$ cat config.mk
export PLATFORM = sky130hd
export DESIGN_NAME = io_bus_arbiter
export DESIGN_NICKNAME = d
export VERILOG_FILES = /design/src/rtl/io_bus_arbiter.sv
export SDC_FILE = /design/constraint.sdc
export NUM_CORES = 1
export LEC_CHECK = 0
export ABC_AREA = 1
export CAP_MARGIN = 25
export CELL_PAD_IN_SITES_DETAIL_PLACEMENT = 0
export CELL_PAD_IN_SITES_GLOBAL_PLACEMENT = 1
export CORE_AREA = 2 2 133 135
export DETAILED_ROUTE_END_ITERATION = 6
export DIE_AREA = 0 0 135 137
export PLACE_DENSITY_LB_ADDON = 0.1
export SETUP_SLACK_MARGIN = 0.3
export SLEW_MARGIN = 20
export SYNTH_ARGS = -nofsm -noshare
export SYNTH_HDL_FRONTEND = slang
export SYNTH_SLANG_ARGS = --single-unit
$ cat constraint.sdc
create_clock -name CLK -period 1.64 [get_ports CLK]
set_clock_uncertainty 0.05 [all_clocks]
set_input_delay 0.164 -clock CLK [delete_from_list [all_inputs] [get_ports CLK]]
set_output_delay 0.164 -clock CLK [all_outputs]
set_load 0.01 [all_outputs]
$ cat src/rtl/io_bus_arbiter.sv
// io_bus_arbiter: shares the peripheral bus (LEDS, UART, SD card) between two masters.
// Define IO_ARB_ROUND_ROBIN_EN for round-robin contention; default build is fixed M0 priority.
module io_bus_arbiter #(
    parameter int unsigned ADDR_W = 8,
    parameter int unsigned DATA_W = 32
) (
    input  logic                  CLK,
    input  logic                  RESET,
    input  logic [1:0]            REQ,
    input  logic [1:0]            WE,
    input  logic [2*ADDR_W-1:0]   A,
    input  logic [2*DATA_W-1:0]   WD,
    output logic [1:0]            ACK,
    output logic [DATA_W-1:0]     RD,
    output logic                  ERR,
    output logic [2:0]            P_WE,
    output logic [2:0]            P_RE,
    output logic [ADDR_W-3:0]     P_A,
    output logic [DATA_W-1:0]     P_WD,
    input  logic [DATA_W-1:0]     P_RD_LEDS,
    input  logic [DATA_W-1:0]     P_RD_UART,
    input  logic [DATA_W-1:0]     P_RD_SD
);

    typedef enum logic [1:0] {
        StIdle,
        StStrobe,
        StResp
    } state_e;

    localparam logic [1:0] SelUnmapped = 2'b11;

    state_e            state;
    logic              win_m1;
    logic              wr;
    logic [1:0]        sel;

    logic              grant_m1;
    logic [ADDR_W-1:0] req_a;
    logic [DATA_W-1:0] req_wd;
    logic              req_we;
    logic [1:0]        req_sel;
    logic [2:0]        req_strobe;
    logic [DATA_W-1:0] rd_mux;

`ifdef IO_ARB_ROUND_ROBIN_EN
    logic last_grant;

    // On contention the master that did not win last time goes next.
    always_comb begin
        grant_m1 = ~REQ[0];
        if (REQ == 2'b11) begin
            grant_m1 = ~last_grant;
        end
    end
`else
    always_comb begin
        grant_m1 = ~REQ[0];
    end
`endif

    always_comb begin
        req_a      = grant_m1 ? A[2*ADDR_W-1:ADDR_W] : A[ADDR_W-1:0];
        req_wd     = grant_m1 ? WD[2*DATA_W-1:DATA_W] : WD[DATA_W-1:0];
        req_we     = grant_m1 ? WE[1] : WE[0];
        req_sel    = req_a[ADDR_W-1:ADDR_W-2];
        req_strobe = (req_sel == SelUnmapped) ? 3'b000 : (3'b001 << req_sel);
    end

    always_comb begin
        case (sel)
            2'b00:   rd_mux = P_RD_LEDS;
            2'b01:   rd_mux = P_RD_UART;
            2'b10:   rd_mux = P_RD_SD;
            default: rd_mux = '0;
        endcase
    end

    // Strobes are registered at grant so they are high for exactly the STROBE cycle.
    always_ff @(posedge CLK) begin
        if (RESET) begin
            state  <= StIdle;
            ACK    <= 2'b00;
            ERR    <= 1'b0;
            RD     <= '0;
            P_WE   <= 3'b000;
            P_RE   <= 3'b000;
            P_A    <= '0;
            P_WD   <= '0;
            win_m1 <= 1'b0;
            wr     <= 1'b0;
            sel    <= 2'b00;
`ifdef IO_ARB_ROUND_ROBIN_EN
            last_grant <= 1'b1;
`endif
        end else begin
            case (state)
                StIdle: begin
                    if (REQ != 2'b00) begin
                        win_m1 <= grant_m1;
                        wr     <= req_we;
                        sel    <= req_sel;
                        P_A    <= req_a[ADDR_W-3:0];
                        P_WD   <= req_wd;
                        P_WE   <= req_we ? req_strobe : 3'b000;
                        P_RE   <= req_we ? 3'b000 : req_strobe;
`ifdef IO_ARB_ROUND_ROBIN_EN
                        last_grant <= grant_m1;
`endif
                        state  <= StStrobe;
                    end
                end
                StStrobe: begin
                    P_WE  <= 3'b000;
                    P_RE  <= 3'b000;
                    RD    <= wr ? '0 : rd_mux;
                    ACK   <= win_m1 ? 2'b10 : 2'b01;
                    ERR   <= (sel == SelUnmapped);
                    state <= StResp;
                end
                StResp: begin
                    ACK   <= 2'b00;
                    ERR   <= 1'b0;
                    RD    <= '0;
                    state <= StIdle;
                end
                default: begin
                    state <= StIdle;
                end
            endcase
        end
    end

    // Bus-protocol invariants
    assert property (@(posedge CLK) $onehot0({P_WE, P_RE}));
    assert property (@(posedge CLK) (state != StStrobe) |-> ({P_WE, P_RE} == 6'b0));
    assert property (@(posedge CLK) $onehot0(ACK));

endmodule
==> metrics.cfg, run 1 <==
[worst_setup_path]
arrival_ps = 1730
crit_buf_inv = 3
cp.required_ps = 1860
crit_chain = inv_2, ha_4, nand2_4, nor3_4, buf_12, clkbuf_16, nand2_4, a21oi_2
worstPathMaxFanout = 8
crit_slowest_cell = dfxtp_2
max_stage_delay_ps = 340
critical_path.top_delay_family = buffers and inverters
cpMostUsedCell = nand2_4
crit_type = reg -> reg
critPathLaunchType = register
end_kind = register

[layout]
utilization_pct = 43.3
nets = 1035
antenna_cells = 0
area_delta_synth_final_pct = 84.6
filler_cell_count = 1762
drive_gt1_share_pct = 10.5

[clock_tree]
cts-root-buf = clkbuf_16
cts.path.max_buffers = 2
worstSkewPairLatency_ps = 340
tritoncts = built
clock_sinks = 85
numCtsBuffers = 9
htree_levels = 3
path_clk_slew_ps = 60

[routing]
drt.antenna.violating_nets = 0
wl_per_cell_microns = 14.3
viasPerCell = 4.40
first_pass_iters = 5
vias = 4748
remaining_drc_errors = 0
drt_iter0_drc = 135
detail_route.wirelength_microns = 15400

[floorplan]
core.rowCount = 48
pin_count = 261
initial_utilization_pct = 23.5
die_h_microns = 137
die-area_sq_mm = 0.0185
core-area_sq_mm = 0.0171
fp.dieW_microns = 135

[sta]
tightest_slew_ps = 587
setup_tns_ps = 0
rsz0062_at_grt = yes
relSlewSlack_pct = 60.9
fmax_ghz = 0.663
fin_crit_ps = 1510
hold_violations = 0
setup_violations = 0
period_share_pct = 91.9
maxSlewViolCount = 0

[power_and_ir_drop]
peakVddDrop_mv = 0.419
power_density_mw_per_mm2 = 930
total_leakage_power_uw = 0.00326

[synthesis]
synth_fp_nets = 780
synth_top_family_by_area = simple AND/OR/NAND/NOR gates
synth_compound_area_share_pct = 17.4
synthMuxAreaShare_pct = 0
synth.area.top_cells = dfxtp_1 (43%), nand2_1 (25%), a31oi_1 (5.9%), a21oi_1 (5.4%), o21ai_0 (4.9%)
yosys.area_share.adder_pct = 0.938
synth_xor_area_share_pct = 0
ys_ff_latch = 85
avgSynthCellArea_sq_um = 6.72
synth_top_area_share_pct = 42.5
post_synth_num_cell_types = 23
yosysSeqAreaShare_pct = 42.5
netlist_instances = 595
netlist_area_sq_mm = 0.00400
yosys_warnings = 0
yosys.area.top_type = dfxtp_1
yosys.area_share.simple_pct = 32.6

[hold_path]
hp-class = in -> reg

[grt]
grt_pass1_vias = 4611
grt.total_usage_pct = 16.0
grt_overflow = 0
grt_max_degree = 44
grt_pass1_wl_microns = 23500
antenna_found_initial = 0

[outcome]
run_status = finished, final reports clean

[placed_design]
gp_congestion = 0.762
detailed_place_hpwl_microns = 10500
numPortBuffers = 260

[flow_run]
max_cap_violations = 0

==> flip-flops by register name, indices dropped and copies added, names as in the netlist, 2 cells and up <==
register  cells
ACK           2
P_A           6
P_RE          3
P_WD         32
P_WE          3
RD           32
sel           2
state         2
==> cells by family after synthesis <==
| family | count (synthesis) |
|---|---|
| compound gates | 128 |
| buf+inv | 57 |
| simple gates | 322 |
| fa+ha+maj | 3 |
| flops | 85 |
==> routing by layer <==
layer	vias to the layer above	GRT usage, %	part of all wire [%]
met5	-	0	0
met4	0	4.05	0.77
met3	7	5.52	9.1
met2	171	27.4	47
met1	2113	19.2	43
li1	2457	-	-
==> per-stage QoR <==
stage | instance area [sq um] | hold WS (ps) | setup WS (ps) | power [uW] | instances
floorplan | 4040 | 273 | 306 | 3530 | 595
global placement | 6840 | 402 | 100 | 4720 | 1052
detailed placement | 6840 | 407 | 54.4 | 4720 | 1052
CTS | 7100 | 133 | 166 | 6680 | 1071
global route | 7390 | 162 | 61.7 | 7280 | 1079
finish | 7390 | 141 | 132 | 6870 | 1079
==> report_power, final <==
part | total (uW) | internal [uW] | switching [uW]
logic | 2400 | 1190 | 1200
registers | 2450 | 2320 | 130
clock network | 2020 | 1170 | 851
total | 6870 | 4680 | 2190
==> area by class of cell <==
class	instances	area (sq um)	share of cell area, %
clock inverter	5	52.6	0.711
timing repair buffer	285	2830	38.3
multi-input combinational	453	2230	30.2
clock buffer	10	229	3.10
sequential	85	1710	23.1
inverter	16	60.1	0.813
tap	225	282	3.81
==> synthesized netlist by cell type, drive strengths merged <==
cell / count
dfxtp: 85
nor2: 18
nor3: 1
nand2: 268
buf: 21
nand3: 35
a21oi: 43
clkinv: 1
inv: 15
a211oi: 1
o21ai: 43
ha: 3
a31oi: 38
a21boi: 3
clkbuf: 20
==> tightest hold or removal path, delay by kind of cell <==
| family | cells | cell delay [ps] |
|---|---|---|
| buffers and inverters | 1 | 170 |
| AO/OA/AOI/OAI | 1 | 70 |
| AND/OR/NAND/NOR | 1 | 80 |
==> path summary, 6_finish.rpt <==
| kind | from | endpoint | slack (ps) | cells after the start |
|---|---|---|---|---|
| hold reg to reg | RD[22]$_SDFFE_PP0P_ | RD[22]$_SDFFE_PP0P_ | 410 | 2 |
| hold / removal | REQ[0] | P_WD[14]$_SDFFE_PP0P_ | 140 | 3 |
| setup reg to reg | state[1]$_SDFFE_PP0P_ | RD[3]$_SDFFE_PP0P_ | 130 | 8 |
| setup / recovery | state[1]$_SDFFE_PP0P_ | RD[3]$_SDFFE_PP0P_ | 130 | 8 |
==> cells in the final DEF, fill, tap and decap left out, drive strengths merged <==
cell,synthesis,layout
nand2,268,268
clkdlybuf4s50,0,179
dfxtp,85,85
dlygate4sd2,0,79
o21ai,43,43
a21oi,43,43
a31oi,38,38
nand3,35,35
buf,21,25
nor2,18,18
inv,15,15
clkbuf,20,12
clkinv,1,4
a21boi,3,3
ha,3,3
nor3,1,1
a211oi,1,1
clkinvlp,0,1
bufinv,0,1
==> timing repair <==
item,CTS,global route
hold buffers,0,0
endpoints found under the setup margin,158,83
gates resized for setup,88,49
cloned,1,2
buffers inserted,3,6
pin swaps,1,26
Power figures use the tool's default switching activity.
==> inputs of run 2 (changes only) <==
CORE_AREA = 2 2 142 144   (was 2 2 133 135)
DIE_AREA = 0 0 144 146   (was 0 0 135 137)
clock period = 1.2 ns   (was 1.64 ns; I/O delays follow)
==> run 2 against run 1 <==
The flow now finishes with violations (setup timing). Register-to-register slack worse by 460 ps. Maximum frequency is 1.0% lower. Clock power is 34% higher. Critical path depth stayed put. Via count is 4.0% higher. Combinational power is 61% higher. Sequential share of layout area is 0.53 points lower. Clock-buffer cell count is 2 higher. Non-clock buffer count is 28 higher. Critical endpoint is now RD[18]$_SDFFE_PP0P_. Largest cell class unchanged.
==> metrics.cfg, run 2 (synthesis gave the netlist of run 1 again) <==
[outcome]
run_status = complete, but fails checks  ; was finished, final reports clean
violations = setup timing

[worst_setup_path]
critPathLaunchType = register  ; unchanged
reg2reg_slack_ps = -320  ; was 130 ps
r2r-start = state[1]$_SDFFE_PP0P_  ; unchanged
crit_type = reg -> reg  ; unchanged
arrival_ps = 1740  ; was 1730 ps
cp.required_ps = 1410  ; was 1860 ps
crit_chain = inv_2, ha_4, nand2_4, nor3_4, buf_12, clkbuf_16, nand2_2, a21oi_1  ; was inv_2, ha_4, nand2_4, nor3_4, buf_12, clkbuf_16, nand2_4, a21oi_2
max_stage_delay_ps = 340  ; about the same
crit_slowest_cell = dfxtp_2  ; unchanged
r2r_cells = 8  ; unchanged
end_kind = register  ; unchanged
worstPathMaxFanout = 8  ; unchanged
reg2reg_to = RD[18]$_SDFFE_PP0P_  ; was RD[3]$_SDFFE_PP0P_

[sta]
hold_violations = 0  ; unchanged
rsz0062_at_grt = yes  ; unchanged
relSlewSlack_pct = 65.8  ; was 60.9%
fin_crit_ps = 1520  ; was 1510 ps
maxSlewViolCount = 0  ; unchanged
period_share_pct = 127  ; was 91.9%
setup_violations = 83  ; was 0
hold_ws_ps = 178  ; was 141 ps
fmax_ghz = 0.656  ; was 0.663 GHz
finalWorstSetupSlack_ps = -324  ; was 132 ps
tightest_slew_ps = 512  ; was 587 ps

[power_and_ir_drop]
p_seq_share_pct = 34.8  ; was 35.7%
clkPwrFrac_pct = 26.9  ; was 29.4%
peakVddDrop_mv = 0.618  ; was 0.419 mV
p_sw_share_pct = 31.4  ; was 31.8%
p_switching_uw = 3160  ; was 2190 uW
combPwrFrac_pct = 38.3  ; was 34.9%
p_int_uw = 6910  ; was 4680 uW
power_density_mw_per_mm2 = 1260  ; was 930 mW/mm^2
total_leakage_power_uw = 0.00331  ; was 0.00326 uW

[routing]
wl_per_cell_microns = 14.8  ; was 14.3 microns
drt_iter0_drc = 177  ; was 135
vias = 4936  ; was 4,748
first_pass_iters = 5  ; unchanged
detail_route.wirelength_microns = 17000  ; was 15,400 microns
drt.antenna.violating_nets = 0  ; unchanged
viasPerCell = 4.30  ; was 4.40
remaining_drc_errors = 0  ; unchanged

[clock_tree]
cts-root-buf = clkbuf_16  ; unchanged
clock_sinks = 85  ; unchanged
path_clk_slew_ps = 60  ; about the same
tritoncts = built  ; unchanged
cts.path.max_buffers = 2  ; unchanged
htree_levels = 3  ; unchanged
numCtsBuffers = 9  ; unchanged
worstSkewPairLatency_ps = 340  ; about the same
hold_buffers = 0  ; unchanged

[grt]
grt_overflow = 0  ; unchanged
antenna_found_initial = 0  ; unchanged
grt.total_usage_pct = 15.2  ; was 16.0%
grt_max_degree = 44  ; unchanged
grt_pass1_vias = 4858  ; was 4,611
grt_pass1_wl_microns = 25000  ; was 23,500 microns

[layout]
nets = 1063  ; was 1,035
stdcell_count = 1148  ; was 1,079
area_delta_synth_final_pct = 99.7  ; was 84.6%
layout_commonest_cell = nand2_1  ; unchanged
antenna_cells = 0  ; unchanged
drive_gt1_share_pct = 29.9  ; was 10.5%
layout_common_cells = nand2_1 (257), clkdlybuf4s50_1 (179), dfxtp_2 (81), buf_6 (81), a21oi_1 (39)  ; was nand2_1 (252), clkdlybuf4s50_1 (179), dfxtp_1 (82), dlygate4sd2_1 (79), o21ai_0 (39)
postLayoutCellArea_sq_mm = 0.00799  ; was 0.00739 sq mm
reg.largest.list = P_WD x32, RD x32, P_A x6  ; unchanged

[flow_run]
max_cap_violations = 0  ; unchanged

[floorplan]
initial_utilization_pct = 20.7  ; was 23.5%
fp.dieW_microns = 144  ; was 135 microns
core-area_sq_mm = 0.0193  ; was 0.0171 sq mm
pin_count = 261  ; unchanged
die_h_microns = 146  ; was 137 microns
die-area_sq_mm = 0.0210  ; was 0.0185 sq mm
core.rowCount = 51  ; was 48

[hold_path]
hp-class = in -> reg  ; unchanged
min_from = RESET  ; was REQ[0]
holdPathStages = 5  ; was 3
hold_end = state[1]$_SDFFE_PP0P_  ; was P_WD[14]$_SDFFE_PP0P_

[placed_design]
numPortBuffers = 260  ; unchanged
pre_cts_ws_ps = -283  ; was 54.4 ps
placed_cell_area_sq_mm = 0.00705  ; was 0.00684 sq mm
gp_congestion = 0.741  ; was 0.762
detailed_place_hpwl_microns = 11200  ; was 10,500 microns
place_inst = 1105  ; was 1,052

-- run 2: routing by layer --
layer	wire [microns]	share of wire [%]	GRT usage, %	vias to the layer above
li1	-	-	-	2515
met1	7070	42	17.1	2230
met2	7980	47	26.0	176
met3	1640	9.7	5.69	15
met4	263	1.6	5.49	0
met5	0	0	0	-
-- run 2: area by class of cell --
cell class	instances	area, sq um
fillers	2031	11300
repair buffers	313	3370
multi-input cells	453	2140
flip-flops and latches	85	1800
well taps	265	332
clock buffers	12	256
inverters	16	72.6
clock inverters	4	22.5
-- run 2: worst max path at each step --
stage	start	end	slack (ps)	cells past startpoint
floorplan	state[1]$_SDFFE_PP0P_	RD[27]$_SDFFE_PP0P_	-110	7
global placement	REQ[1]	P_RE[0]$_SDFFE_PP0P_	-260	7
detailed placement	REQ[1]	P_A[3]$_SDFFE_PP0P_	-280	6
CTS	state[1]$_SDFFE_PP0P_	sel[0]$_SDFFE_PP0P_	-260	8
global route	state[1]$_SDFFE_PP0P_	RD[18]$_SDFFE_PP0P_	-390	8
finish	state[1]$_SDFFE_PP0P_	RD[18]$_SDFFE_PP0P_	-320	8
-- run 2: critical path: cells and delay by family, from the launching register on --
kind	cells	cell delay, ps
AO/OA/AOI/OAI	1	150
AND/OR/NAND/NOR	3	260
flip-flops	1	340
buffers and inverters	3	360
adder cells (fa/ha/maj)	1	280
-- run 2: timing repair --
| item | CTS | global route |
|---|---|---|
| endpoints found under the hold margin | 0 | 0 |
| pin swaps | 2 | 3 |
| endpoints found under the setup margin | 164 | 164 |
| gates cloned | 5 | 3 |
| buffers inserted | 10 | 9 |
| resized for setup | 500 | 15 |
-- run 2: power groups by stage --
| stage | registers (uW) | clock network, uW | logic (uW) |
|---|---|---|---|
| after floorplan | 3560 | 0 | 1300 |
| after global placement | 3420 | 0 | 3170 |
| after detailed placement | 3430 | 0 | 3180 |
| after CTS | 3500 | 2800 | 3660 |
| after global routing | 3540 | 2900 | 4210 |
| final | 3500 | 2710 | 3860 |
-- run 2: stage by stage --
| stage | util [%] | setup TNS [ps] | power [uW] |
|---|---|---|---|
| 3_5_place_dp | 36.4 | -18420 | 6610 |
| 6_report | 41.3 | -19290 | 10100 |
| 3_3_place_gp | 36.4 | -16150 | 6590 |
| 4_1_cts | 40.3 | -17340 | 9970 |
| 5_1_grt | 41.3 | -25750 | 10700 |
| 2_1_floorplan | - | -6800 | 4860 |
